--- src/rtl/imem_boot_loader.sv ---
// Streams 32-bit program words into instruction memory from a programmable base
// address, owning the memory write port and stalling fetch while it loads.
module imem_boot_loader #(
  parameter int AWIDTH = 10,
  parameter int DWIDTH = 32
) (
  input  logic              clk,
  input  logic              rst,
  input  logic              start,
  input  logic              abort,
  input  logic [AWIDTH-1:0] cfg_base,
  input  logic [AWIDTH-2:0] cfg_count,
  input  logic [DWIDTH-1:0] in_data,
  input  logic              in_valid,
  output logic              in_ready,
  input  logic [DWIDTH-1:0] cpu_addr,
  output logic [DWIDTH-1:0] mem_addr,
  output logic [DWIDTH-1:0] mem_data,
  output logic              mem_we,
  output logic              cpu_stall,
  output logic              done,
  output logic              err,
  output logic [1:0]        dbg_state
);

  typedef enum logic [1:0] {
    IDLE  = 2'd0,
    LOAD  = 2'd1,
    DRAIN = 2'd2
  } state_t;

  localparam int WORDS = 2 ** (AWIDTH - 2);

  state_t            state;
  logic [AWIDTH-1:0] ptr;
  logic [AWIDTH-2:0] rem;
  logic [AWIDTH-1:0] wr_addr;
  logic [DWIDTH-1:0] wr_data;
  logic              wr_pend;
  logic [AWIDTH-1:0] span_end;
  logic              span_bad;
  logic              handshake;

  // Word index one past the last word of the requested load; must not exceed the memory depth.
  assign span_end = AWIDTH'(cfg_base[AWIDTH-1:2]) + AWIDTH'(cfg_count);
  assign span_bad = span_end > AWIDTH'(WORDS);

  // Handshake: in_data is consumed on a rising edge where in_valid and in_ready are
  // both high. in_ready depends on state only, never on in_valid; in the cycle abort
  // is high the beat is not consumed even though in_ready is still shown.
  assign in_ready  = (state == LOAD);
  assign handshake = in_valid & in_ready & ~abort;

  always_ff @(posedge clk or negedge rst) begin
    if (!rst) begin
      state   <= IDLE;
      ptr     <= '0;
      rem     <= '0;
      wr_addr <= '0;
      wr_data <= '0;
      wr_pend <= 1'b0;
      done    <= 1'b0;
      err     <= 1'b0;
    end else begin
      done    <= 1'b0;
      err     <= 1'b0;
      wr_pend <= 1'b0;
      unique case (state)
        IDLE: begin
          if (start) begin
            if (cfg_count == '0) begin
              done <= 1'b1;
            end else if (span_bad) begin
              err <= 1'b1;
            end else begin
              ptr   <= cfg_base & ~AWIDTH'(3);
              rem   <= cfg_count;
              state <= LOAD;
            end
          end
        end
        LOAD: begin
          if (abort) begin
            state <= IDLE;
          end else if (handshake) begin
            wr_addr <= ptr;
            wr_data <= in_data;
            wr_pend <= 1'b1;
            ptr     <= ptr + AWIDTH'(4);
            rem     <= rem - (AWIDTH-1)'(1);
            if (rem == (AWIDTH-1)'(1)) state <= DRAIN;
          end
        end
        DRAIN: begin
          state <= IDLE;
          done  <= 1'b1;
        end
        default: state <= IDLE;
      endcase
    end
  end

  // A write left pending by an abort still owns the port for its one cycle.
  assign mem_addr  = (state != IDLE || wr_pend) ? {{(DWIDTH-AWIDTH){1'b0}}, wr_addr} : cpu_addr;
  assign mem_data  = wr_data;
  assign mem_we    = wr_pend;
  assign cpu_stall = (state != IDLE) | wr_pend;
  assign dbg_state = state;

  a_we_stalls: assert property (@(posedge clk) disable iff (!rst) (mem_we |-> cpu_stall));
  a_done_err_excl: assert property (@(posedge clk) disable iff (!rst) !(done && err));

endmodule

--- config.mk ---
export PLATFORM = sky130hd
export DESIGN_NAME = imem_boot_loader
export DESIGN_NICKNAME = d
export VERILOG_FILES = /design/src/rtl/imem_boot_loader.sv
export SDC_FILE = /design/constraint.sdc
export NUM_CORES = 1
export LEC_CHECK = 0
export ABC_AREA = 0
export BUFFER_PORTS_ARGS = -buffer_cell sky130_fd_sc_hd__buf_4
export CAP_MARGIN = 10
export CORE_ASPECT_RATIO = 0.8
export CORE_MARGIN = 4
export CORE_UTILIZATION = 40
export DETAILED_ROUTE_END_ITERATION = 16
export GPL_TIMING_DRIVEN = 0
export HOLD_SLACK_MARGIN = 0.05
export PLACE_DENSITY_LB_ADDON = 0.1
export SLEW_MARGIN = 20
export SYNTH_ARGS = -nofsm -noshare
export SYNTH_HDL_FRONTEND = slang
export SYNTH_SLANG_ARGS = --single-unit
--- constraint.sdc ---
create_clock -name clk -period 1.9 [get_ports clk]
set_input_delay 0 -clock clk [delete_from_list [all_inputs] [get_ports clk]]
set_output_delay 0 -clock clk [all_outputs]
set_load 0.02 [all_outputs]
# After elaboration in Yosys (flattened, before gate mapping)
# Index checks and enable logic that the tools add are counted.
# classes
n_addsub,3
order_cmp,1
n_eq_ne,10
muxes,30
bitwise,4
n_reduce_logical,8
# ops
op,count
$mux 10,5
$mux 9,5
$mux 32,1
$pmux 10 s2,1
$pmux 9 s2,1
$mux 2,6
$add 10x3->10 const B,1
$add 8x9->10,1
$gt 10x9->1 const B,1
$eq 9x1->1 const B,1
$logic_not 9->1,1
$mux 1,9
$sub 9x1->9 const B,1
$ne 2x2->1 const B,4
$ne 3x2->1 const B,2
$reduce_and 6->1,1
$reduce_and 5->1,1
$pmux 2 s2,1
$reduce_bool 2->1,2
$reduce_and 3->1,1
$and 1x1->1,2
$eq 2x1->1 const B,1
$eq 2x2->1 const B,1
$logic_not 2->1,1
other kinds (5),5
# totals
reg_bits,66
inputBits,88
out_inout_bits,71
wordCells,64

# Logic depth before layout (Yosys ltp)
# Gate-level depths: netlist (run 1).
# logic_depth
depth_word,6
mapped_depth,12
depth_no_buf,10

# Worst setup path after synthesis (run 1)
# Ideal clock, no wire load.
# synth_timing
path_kind,input to register
start,in cfg_base[2]
end,reg ptr[2]
setup_ns,0.125
arrival_ns,2.168
required_ns,1.775
slack_ns,-0.393
cell_stages,11
n_path_buf,1
cell_sequence,ha_1 > inv_1 > fa_1 > nand2b_1 > a31oi_1 > mux2_2 > o2111a_1 > a32oi_1 > or2_1 > buf_6 > mux2_4
# synth_via
elab_chain_len,4
elab_cells_between_ends,8
classes_between,add/sub (1); order compare (1); eq/ne (1); mux (4); reduce/logical (1)
# synth_rtl
element,line_no,source
start: declaration,11,"input logic [AWIDTH-1:0] cfg_base,"
$add 8x9->10 or $mux 10 (tied branches),"45, 73",
$gt 10x9->1 or $mux 10 (tied branches),"46, 71",
$ne 2x2->1 (no source line) or $mux 10 (tied branches),-,
$reduce_and 6->1 (no source line) or $pmux 10 s2 (tied branches),-,
end signal: assignment,76,ptr <= cfg_base & ~AWIDTH'(3);
end signal: assignment,89,ptr <= ptr + AWIDTH'(4);
end: declaration,35,logic [AWIDTH-1:0] ptr;
# Parallel ways exist; a longest one is shown, timed or not. The select of a mux whose other input is x is not followed.
# A chain may end at the register's enable or synchronous reset.

# Final worst setup path (run 1)
# layout_timing
start,in cfg_count[0]
end,reg rem[7]
# layout_via
elab_chain_len,4
elab_cells_between_ends,6
classes_between,add/sub (1); order compare (1); eq/ne (2); reduce/logical (2)
# layout_rtl
element,line_no,source
start: declaration,12,"input logic [AWIDTH-2:0] cfg_count,"
$add 8x9->10,45,assign span_end = AWIDTH'(cfg_base[AWIDTH-1:2]) + AWIDTH'(cfg_count);
$gt 10x9->1,46,assign span_bad = span_end > AWIDTH'(WORDS);
$ne 2x2->1 (no source line),-,
$reduce_and 6->1 (no source line) *,-,
end signal: assignment,77,rem <= cfg_count;
end signal: assignment,90,rem <= rem - (AWIDTH-1)'(1);
end: declaration,36,logic [AWIDTH-2:0] rem;
# Mark *: on every way between the ends. The rest lies on a longest branch, timed or not.

==> results.sh, run 1 <==
export IMPL_pin_count=159
export IMPL_portBuffers=156
export IMPL_ant_nets=0
export IMPL_globalplace_congestion=0.840
export IMPL_synth_nets=495
export IMPL_fin_crit_sh_pct=104
export IMPL_finClkSkew_ns=0.00508
export IMPL_final_max_slew_viol_count=0
export IMPL_routedWlPerCell_um=15.5
export IMPL_cts_inserted_buffers=9
export IMPL_wl_mm=11.4
export IMPL_num_rows=29
export IMPL_dp_hpwl_mm=7.85
export IMPL_cts_sinks=62
export IMPL_grt_pass1_wl_mm=18.8
export IMPL_final_cell_mix="162 x buf_4, 129 x nand2_1, 61 x dfrtp_1"
export IMPL_drv_cap=0
export IMPL_synth_simple_area_share_pct=27.2
export IMPL_rsz0062_at_grt="true"
export IMPL_hold_viol=0
export IMPL_ys_types=50
export IMPL_place_ws_ns=-0.675
export IMPL_synth_top_family_by_area="simple AND/OR/NAND/NOR gates"
export IMPL_clkTransAtPathRegs_ns=0.07
export IMPL_start_kind="primary input"
export IMPL_antenna_found_initial=0
export IMPL_synth_area_um2=3400
export IMPL_core_area_um2=8090
export IMPL_clock_fmax_ghz=0.505
export IMPL_final_common_cell="buf_4"
export IMPL_cts_tree="done"
export IMPL_power_total_mw=6.37
export IMPL_synth_top_flop_cell="dfrtp_1"
export IMPL_vias=3666
export IMPL_slowest_stage="fa_2"
export IMPL_grt_overflow=0
export IMPL_status="finished, violations left"
export IMPL_placedCellCount=659
export IMPL_avgSynthCellArea_um2=8.62
export IMPL_drtPass1Iterations=4
export IMPL_min_period_ns=1.98
export IMPL_slowest_delay_ns=0.37
export IMPL_cts_root_buf="clkbuf_8"
export IMPL_cellLeakagePower_nw=2.87
export IMPL_crit_required_ns=2.12
export IMPL_slew_headroom_pct=48.7
export IMPL_final_nets=722
export IMPL_cp_arrival_ns=2.20
export IMPL_critical_path_buf_inv_count=3
export IMPL_grt_use_total_pct=22.8
export IMPL_layout_drive_gt1_share_pct=39.6
export IMPL_yosys_mux_area_fraction_pct=3.75
export IMPL_drc=0
export IMPL_first_global_vias=3684
export IMPL_die_y_um=90.5
export IMPL_power_density_nw_per_um2=1100
export IMPL_area_delta_synth_final_pct=70.3
export IMPL_yosys_area_share_adder_pct=4.63
export IMPL_clk_path_buf_depth=2
export IMPL_drt_iter0_drc=243
export IMPL_critPathMaxFanout=8
export IMPL_path_class="in -> reg"
export IMPL_finalSetupViolCount=10
export IMPL_violations="setup timing"
export IMPL_antenna_cells=0
export IMPL_grt_max_degree=63
export IMPL_fin_ws_ns=-0.0809
export IMPL_crit_family="compound AO/OA/AOI/OAI gates"
export IMPL_synthArstFlopShare_pct=100
export IMPL_initial_core_util_pct=42.1
export IMPL_synth_compound_area_share_pct=13.4
export IMPL_hp_class="in -> reg"
export IMPL_ys_seq_area_share_pct=45.6
export IMPL_synthXorXnorAreaFrac_pct=0.772
export IMPL_ir_drop_mv=0.661
export IMPL_endpoint_kind="flip-flop"
export IMPL_clk_insertion_delay_late_ns=0.34
export IMPL_synth_edf_count=0
export IMPL_tightestPinTransition_ns=0.769
export IMPL_htreeDepth=3
export IMPL_critical_path_cell_chain="buf_8 > ha_4 > inv_2 > fa_2 > nand2b_4 > a31oi_4 > mux2_4 > o2111a_1 > a32oi_2 > buf_4 > o21ai_4 > a222oi_1"
export IMPL_dieArea_um2=10100
export IMPL_synth_cells=395
export IMPL_via_per_inst=4.99
export IMPL_die_x_um=111
export IMPL_stdcell_count=734
export IMPL_synth_seq_cells=62
export IMPL_ys_warn_count=0
==> synthesized netlist by cell type, types with 2 or more instances <==
cell | number | area (um^2)
nand2b_1 | 3 | 18.8
a22oi_1 | 4 | 30.0
xnor2_1 | 3 | 26.3
o211ai_1 | 3 | 22.5
a31oi_1 | 6 | 37.5
nor3_1 | 2 | 10.0
nor4_1 | 3 | 18.8
and2_1 | 25 | 156
o31ai_1 | 3 | 22.5
a32oi_1 | 2 | 17.5
inv_1 | 15 | 56.3
mux2_2 | 10 | 113
nand3_1 | 12 | 60.1
clkbuf_1 | 15 | 56.3
or3_1 | 3 | 18.8
nor4b_1 | 4 | 35.0
ha_1 | 11 | 138
a21oi_1 | 16 | 80.1
a41oi_1 | 2 | 17.5
and3_1 | 2 | 12.5
o221a_2 | 2 | 22.5
nor2_1 | 17 | 63.8
nand2_1 | 129 | 484
o21ai_0 | 7 | 35.0
o22ai_1 | 3 | 18.8
dfrtp_1 | 62 | 1550
nor2b_1 | 3 | 18.8
o211a_1 | 4 | 40.0
buf_6 | 3 | 33.8
==> area by class of cell <==
type / instances / area, um^2
clock buffer: 12 / 165
fill: 632 / 2290
timing repair buffer: 217 / 1790
sequential: 62 / 1550
tap: 108 / 135
clock inverter: 3 / 42.5
multi-input combinational: 297 / 1930
buffer: 19 / 123
inverter: 16 / 61.3
==> worst reg2reg max path, cell delays in order (launching register included) <==
cell and delay, ns:
dfrtp_2 0.47, nor2b_2 0.19, nand2_1 0.11, clkbuf_4 0.26, clkinv_2 0.18, clkbuf_4 0.24, a31oi_1 0.22, o221ai_2 0.11
==> path summary, 6_finish.rpt <==
| check | cells past startpoint | slack (ns) | startpoint | endpoint |
|---|---|---|---|---|
| min in group asynchronous | 2 | 0.31 | rst | mem_data[19] |
| setup reg to reg | 7 | -0.01 | dbg_state[0] | ptr[4] |
| setup / recovery | 12 | -0.08 | cfg_count[0] | rem[7] |
| hold reg to reg | 2 | 0.48 | mem_data[30] | mem_data[30] |
| hold / removal | 3 | 0.05 | cfg_base[9] | ptr[9] |
| max in group asynchronous | 2 | 1.06 | rst | dbg_state[0] |
==> layer usage <==
layer	track usage (%)	vias to the layer above	wire length, um
li1	-	1792	-
met4	6.08	0	155
met2	37.7	131	5530
met1	29.3	1727	4800
met5	0	-	0
met3	6.70	16	878
==> registers in the layout, indices dropped and copies added (netlist names) <==
signal / count
err: 1
ptr: 8
dbg_state: 2
rem: 9
mem_data: 32
mem_we: 1
wr_addr: 8
done: 1
==> kinds of logic (layout without fill, tap and decap cells) <==
logic type,count (synthesis),count (layout)
AO/OA/AOI/OAI,64,64
adder cells (fa/ha/maj),12,12
buffers and inverters,36,267
flip-flops,62,62
multiplexers,11,11
XOR/XNOR,3,3
AND/OR/NAND/NOR,207,207
==> per-stage QoR <==
stage | cell area [um^2] | setup TNS [ns] | util (%) | hold WS, ns
detailed placement | 4780 | -29.62 | 59.1 | 0.130
finish | 5800 | -0.497 | 71.7 | 0.0526
CTS | 5730 | -1.34 | 70.8 | 0.0504
floorplan | 3480 | -2.02 | - | -0.296
global placement | 4780 | -24.85 | 59.1 | 0.136
global route | 5800 | -1.50 | 71.7 | 0.0583
==> power by group <==
part	internal, mW	switching, mW	total, mW	leakage [nW]
registers	1.84	0.408	2.25	0.754
logic	1.37	1.54	2.91	2.01
clock network	0.704	0.504	1.21	0.104
total	3.91	2.45	6.37	2.87
==> repair_timing <==
item                                    CTS  global route
cloned                                    1             0
buffers inserted                          9             3
hold buffers                             49             0
endpoints found under the hold margin   109             0
gates resized for setup                  32            29
endpoints found under the setup margin   91            62
pin swaps                                16             9
Note: power is estimated with default switching activity, not from simulation.
==> inputs of run 2 (changes only) <==
--- a/config.mk
+++ b/config.mk
@@ -14,6 +14,7 @@
 export DETAILED_ROUTE_END_ITERATION = 16
 export GPL_TIMING_DRIVEN = 0
 export HOLD_SLACK_MARGIN = 0.05
+export MAX_ROUTING_LAYER = met4
 export PLACE_DENSITY_LB_ADDON = 0.1
 export SLEW_MARGIN = 20
 export SYNTH_ARGS = -nofsm -noshare
==> results.sh, run 2 (synthesis gave the netlist of run 1 again) <==
export IMPL_portBuffers=156
export IMPL_grt_pass1_wl_mm=18.7
export IMPL_min_period_ns=1.97
export IMPL_slew_headroom_pct=47.8
export IMPL_antenna_cells=0
export IMPL_whs_ns=0.0535
export IMPL_layout_drive_gt1_share_pct=39.6
export IMPL_critPathMaxFanout=8
export IMPL_final_max_slew_viol_count=0
export IMPL_rsz0062_at_grt="true"
export IMPL_grt_overflow=0
export IMPL_initial_core_util_pct=42.1
export IMPL_tightestPinTransition_ns=0.783
export IMPL_antenna_found_initial=0
export IMPL_ant_nets=0
export IMPL_routedWlPerCell_um=15.5
export IMPL_grt_use_total_pct=23.4
export IMPL_die_y_um=90.5
export IMPL_clk_insertion_delay_late_ns=0.34
export IMPL_post_route_util_pct=71.7
export IMPL_pin_count=159
export IMPL_hp_class="in -> reg"
export IMPL_cp_arrival_ns=2.20
export IMPL_cts_root_buf="clkbuf_8"
export IMPL_cts_inserted_buffers=9
export IMPL_ir_drop_mv=0.659
export IMPL_dp_hpwl_mm=7.85
export IMPL_cts_tree="done"
export IMPL_area_delta_synth_final_pct=70.3
export IMPL_clock_fmax_ghz=0.507
export IMPL_grt_max_degree=63
export IMPL_dieArea_um2=10100
export IMPL_htreeDepth=3
export IMPL_n_fill_cell=632
export IMPL_fin_ws_ns=-0.0727
export IMPL_vias=3692
export IMPL_wl_mm=11.4
export IMPL_finClkSkew_ns=0.00494
export IMPL_cts_sinks=62
export IMPL_drtPass1Iterations=5
export IMPL_via_per_inst=5.03
export IMPL_fin_crit_sh_pct=104
export IMPL_largest_reg_flops=32
export IMPL_violations="setup timing"
export IMPL_final_cell_mix="162 x buf_4, 129 x nand2_1, 61 x dfrtp_1"
export IMPL_path_class="in -> reg"
export IMPL_drc=0
export IMPL_clkTransAtPathRegs_ns=0.07
export IMPL_cellLeakagePower_nw=2.87
export IMPL_endpoint_kind="flip-flop"
export IMPL_final_nets=722
export IMPL_clk_path_buf_depth=2
export IMPL_hold_viol=0
export IMPL_final_common_cell="buf_4"
export IMPL_setup_tns_ns=-0.481
export IMPL_num_rows=29
export IMPL_start_kind="primary input"
export IMPL_crit_required_ns=2.12
export IMPL_core_area_um2=8090
export IMPL_status="finished, violations left"
export IMPL_die_x_um=111
export IMPL_finalSetupViolCount=10
export IMPL_power_density_nw_per_um2=1100
export IMPL_first_global_vias=3688
export IMPL_drt_iter0_drc=257
export IMPL_drv_cap=0
export IMPL_globalplace_congestion=0.853
[run 2: layer usage]
metal,wire length [um],up-vias,track usage [%]
li1,-,1798,-
met1,4880,1731,29.4
met2,5520,143,37.7
met3,815,20,6.36
met4,177,0,6.08
met5,0,-,-
[run 2: final timing paths]
path / from / end / slack, ns / cells after the start
max in group asynchronous: rst / dbg_state[0] / 1.04 / 2
setup / recovery: cfg_count[0] / rem[7] / -0.07 / 12
setup reg to reg: dbg_state[0] / ptr[4] / -0.02 / 7
hold / removal: cfg_base[9] / ptr[9] / 0.05 / 3
min in group asynchronous: rst / mem_data[19] / 0.31 / 2
hold reg to reg: mem_data[30] / mem_data[30] / 0.48 / 2
[run 2: critical path: stages]
cell	delay [ns]
buf_8	0.08
ha_4	0.12
inv_2	0.03
fa_2	0.37
nand2b_4	0.17
a31oi_4	0.16
mux2_4	0.32
o2111a_1	0.16
a32oi_2	0.17
buf_4	0.16
o21ai_4	0.10
a222oi_1	0.33
[run 2: per-stage QoR]
| stage | instance area (um^2) | setup WS (ns) | std cells | power (mW) |
|---|---|---|---|---|
| finish | 5800 | -0.0727 | 734 | 6.37 |
| global route | 5800 | -0.165 | 734 | 6.79 |
| floorplan | 3480 | -0.209 | 395 | 3.73 |
| global placement | 4780 | -0.577 | 659 | 4.82 |
| CTS | 5730 | -0.109 | 732 | 6.33 |
| detailed placement | 4780 | -0.675 | 659 | 4.89 |
[run 2: where the power goes]
part / total, mW / internal, mW / switching (mW)
Sequential: 2.25 / 1.84 / 0.410
Combinational: 2.91 / 1.37 / 1.54
Clock: 1.21 / 0.704 / 0.506
Total: 6.37 / 3.92 / 2.46
[run 2: cell type report]
cell class	count	area [um^2]	share of cell area [%]
multi-input combinational	297	1930	33.3
buffer	19	123	2.11
inverter	16	61.3	1.06
clock inverter	3	42.5	0.734
tap	108	135	2.33
clock buffer	12	165	2.85
sequential	62	1550	26.8
timing repair buffer	217	1790	30.9
[run 2: repair_timing]
action	4_1_cts	5_1_grt
cloned	1	0
buffers inserted	9	3
hold buffers	49	0
gates resized for setup	32	29
setup endpoints to repair	91	62
hold endpoints to repair	109	0
pin swaps	16	8
==> inputs of run 3 (changes only) <==
--- a/config.mk
+++ b/config.mk
@@ -8,9 +8,10 @@
 export ABC_AREA = 0
 export BUFFER_PORTS_ARGS = -buffer_cell sky130_fd_sc_hd__buf_4
 export CAP_MARGIN = 10
-export CORE_ASPECT_RATIO = 0.8
+export CELL_PAD_IN_SITES_DETAIL_PLACEMENT = 1
+export CELL_PAD_IN_SITES_GLOBAL_PLACEMENT = 2
 export CORE_MARGIN = 4
-export CORE_UTILIZATION = 40
+export CORE_UTILIZATION = 23
 export DETAILED_ROUTE_END_ITERATION = 16
 export GPL_TIMING_DRIVEN = 0
 export HOLD_SLACK_MARGIN = 0.05
==> results.sh, run 3 (synthesis gave the netlist of run 1 again) <==
export IMPL_status="finished, violations left"
export IMPL_violations="setup timing"
export IMPL_area_delta_synth_final_pct=75.8
export IMPL_htreeDepth=3
export IMPL_cts_sinks=62
export IMPL_clkTransAtPathRegs_ns=0.05
export IMPL_clk_insertion_delay_late_ns=0.34
export IMPL_cp_arrival_ns=2.28
export IMPL_globalplace_congestion=0.776
export IMPL_final_cell_mix="165 x buf_4, 129 x nand2_1, 60 x dfrtp_1"
export IMPL_fin_crit_sh_pct=108
export IMPL_finClkSkew_ns=0.00578
export IMPL_cellLeakagePower_nw=2.93
export IMPL_die_y_um=130
export IMPL_power_density_nw_per_um2=1130
export IMPL_crit_required_ns=2.12
export IMPL_core_area_um2=14500
export IMPL_final_common_cell="buf_4"
export IMPL_largest_reg_flops=32
export IMPL_place_ws_ns=-0.812
export IMPL_portBuffers=156
export IMPL_grt_use_total_pct=16.7
export IMPL_endpoint_kind="flip-flop"
export IMPL_power_switching_mw=2.59
export IMPL_wl_mm=13.5
export IMPL_antenna_found_initial=0
export IMPL_clockPowerShare_pct=21.9
export IMPL_critPathMaxFanout=7
export IMPL_power_total_mw=6.75
export IMPL_clk_path_buf_depth=2
export IMPL_slew_headroom_pct=43.5
export IMPL_reg2reg_slack_ns=-0.02
export IMPL_dieArea_um2=16800
export IMPL_hold_viol=0
export IMPL_multiInputGateArea_um2=1960
export IMPL_antenna_cells=0
export IMPL_setup_tns_ns=-1.29
export IMPL_grt_max_degree=63
export IMPL_tightestPinTransition_ns=0.848
export IMPL_routedWlPerCell_um=16.7
export IMPL_num_rows=44
export IMPL_initial_core_util_pct=23.4
export IMPL_cts_root_buf="clkbuf_16"
export IMPL_ir_drop_mv=0.381
export IMPL_layout_drive_gt1_share_pct=40.3
export IMPL_p_seq_share_pct=33.3
export IMPL_grt_pass1_wl_mm=21.3
export IMPL_fin_ws_ns=-0.161
export IMPL_drc=0
export IMPL_via_per_inst=4.61
export IMPL_power_internal_mw=4.17
export IMPL_final_nets=722
export IMPL_cts_tree="done"
export IMPL_hold_buffers=45
export IMPL_start_kind="primary input"
export IMPL_pwr_share_comb_pct=44.8
export IMPL_n_fill_cell=1704
export IMPL_min_period_ns=2.06
export IMPL_whs_ns=0.0197
export IMPL_die_x_um=130
export IMPL_ant_nets=0
export IMPL_grt_overflow=0
export IMPL_switching_share_pct=38.3
export IMPL_first_global_vias=3999
export IMPL_vias=3727
export IMPL_final_max_slew_viol_count=0
export IMPL_dp_hpwl_mm=9.94
export IMPL_drt_iter0_drc=105
export IMPL_cts_inserted_buffers=9
export IMPL_hp_class="in -> reg"
export IMPL_rsz0062_at_grt="true"
export IMPL_drtPass1Iterations=4
export IMPL_clock_fmax_ghz=0.485
export IMPL_path_class="in -> reg"
export IMPL_regArea_um2=1550
export IMPL_drv_cap=0
export IMPL_pin_count=159
export IMPL_finalSetupViolCount=18
run 3: cell types whose count changed in the layout (fill, tap and decap cells not counted), moves of 2 or more:
cell,delta
clkbuf_8,-11
clkbuf_16,+9
dlygate4sd3_1,-4
a21oi_4,+3
buf_4,+3
a21oi_2,-2
buf_12,+2
buf_6,-2
clkbuf_2,+2
ha_1,+2
run 3: routing by layer:
metal  GRT usage (%)  vias to the layer above  part of all wire [%]
met2            27.9                      104                    51
met4            4.40                        0                   1.0
met3            4.00                       12                   6.9
li1                -                     1792                     -
met5               -                        -                     0
met1            20.4                     1819                    42
run 3: power groups by stage:
stage	combinational (mW)	sequential, mW	clock (mW)
finish	3.03	2.25	1.48
global route	3.31	2.34	1.59
CTS	2.98	2.25	1.54
detailed placement	2.73	2.26	0
global placement	2.68	2.23	0
floorplan	1.23	2.50	0
run 3: worst paths after layout:
check / startpoint / to / cells past startpoint
max: cfg_base[2] / rem[1] / 12
min: cfg_count[1] / rem[1] / 2
max reg2reg: dbg_state[0] / rem[1] / 6
min reg2reg: wr_addr[8] / wr_addr[8] / 2
max in group asynchronous: rst / dbg_state[1] / 2
min in group asynchronous: rst / mem_data[23] / 2
run 3: per-stage QoR:
stage                     std cells  cell area (um^2)  utilization, %
after floorplan                 395              3480               -
after global placement          735              4880            33.6
after detailed placement        735              4880            33.6
after CTS                       806              5870            40.4
after global routing            809              5980            41.2
final                           809              5980            41.2
run 3: worst max-delay path, cell delays in order:
cell and delay [ns]:
buf_8 0.08, ha_4 0.13, inv_2 0.03, fa_2 0.53
o2111ai_2 0.10, a2111oi_2 0.29, o2111a_1 0.26, a32oi_2 0.08
or2_1 0.26, buf_6 0.15, buf_6 0.12, o221a_4 0.24
run 3: timing repair:
item,in CTS,in global routing
setup buffers,12,4
pin swaps,17,15
endpoints found under the hold margin,106,1
gates cloned,1,0
resized for setup,38,28
endpoints found under the setup margin,93,39
run 3: cell type report:
| type | count | share of cell area, % |
|---|---|---|
| buffer | 19 | 2.03 |
| clock buffer | 12 | 4.12 |
| clock inverter | 2 | 0.167 |
| inverter | 16 | 1.05 |
| multi-input combinational | 297 | 32.7 |
| sequential | 62 | 26.0 |
| tap | 184 | 3.85 |
| timing repair buffer | 217 | 30.1 |
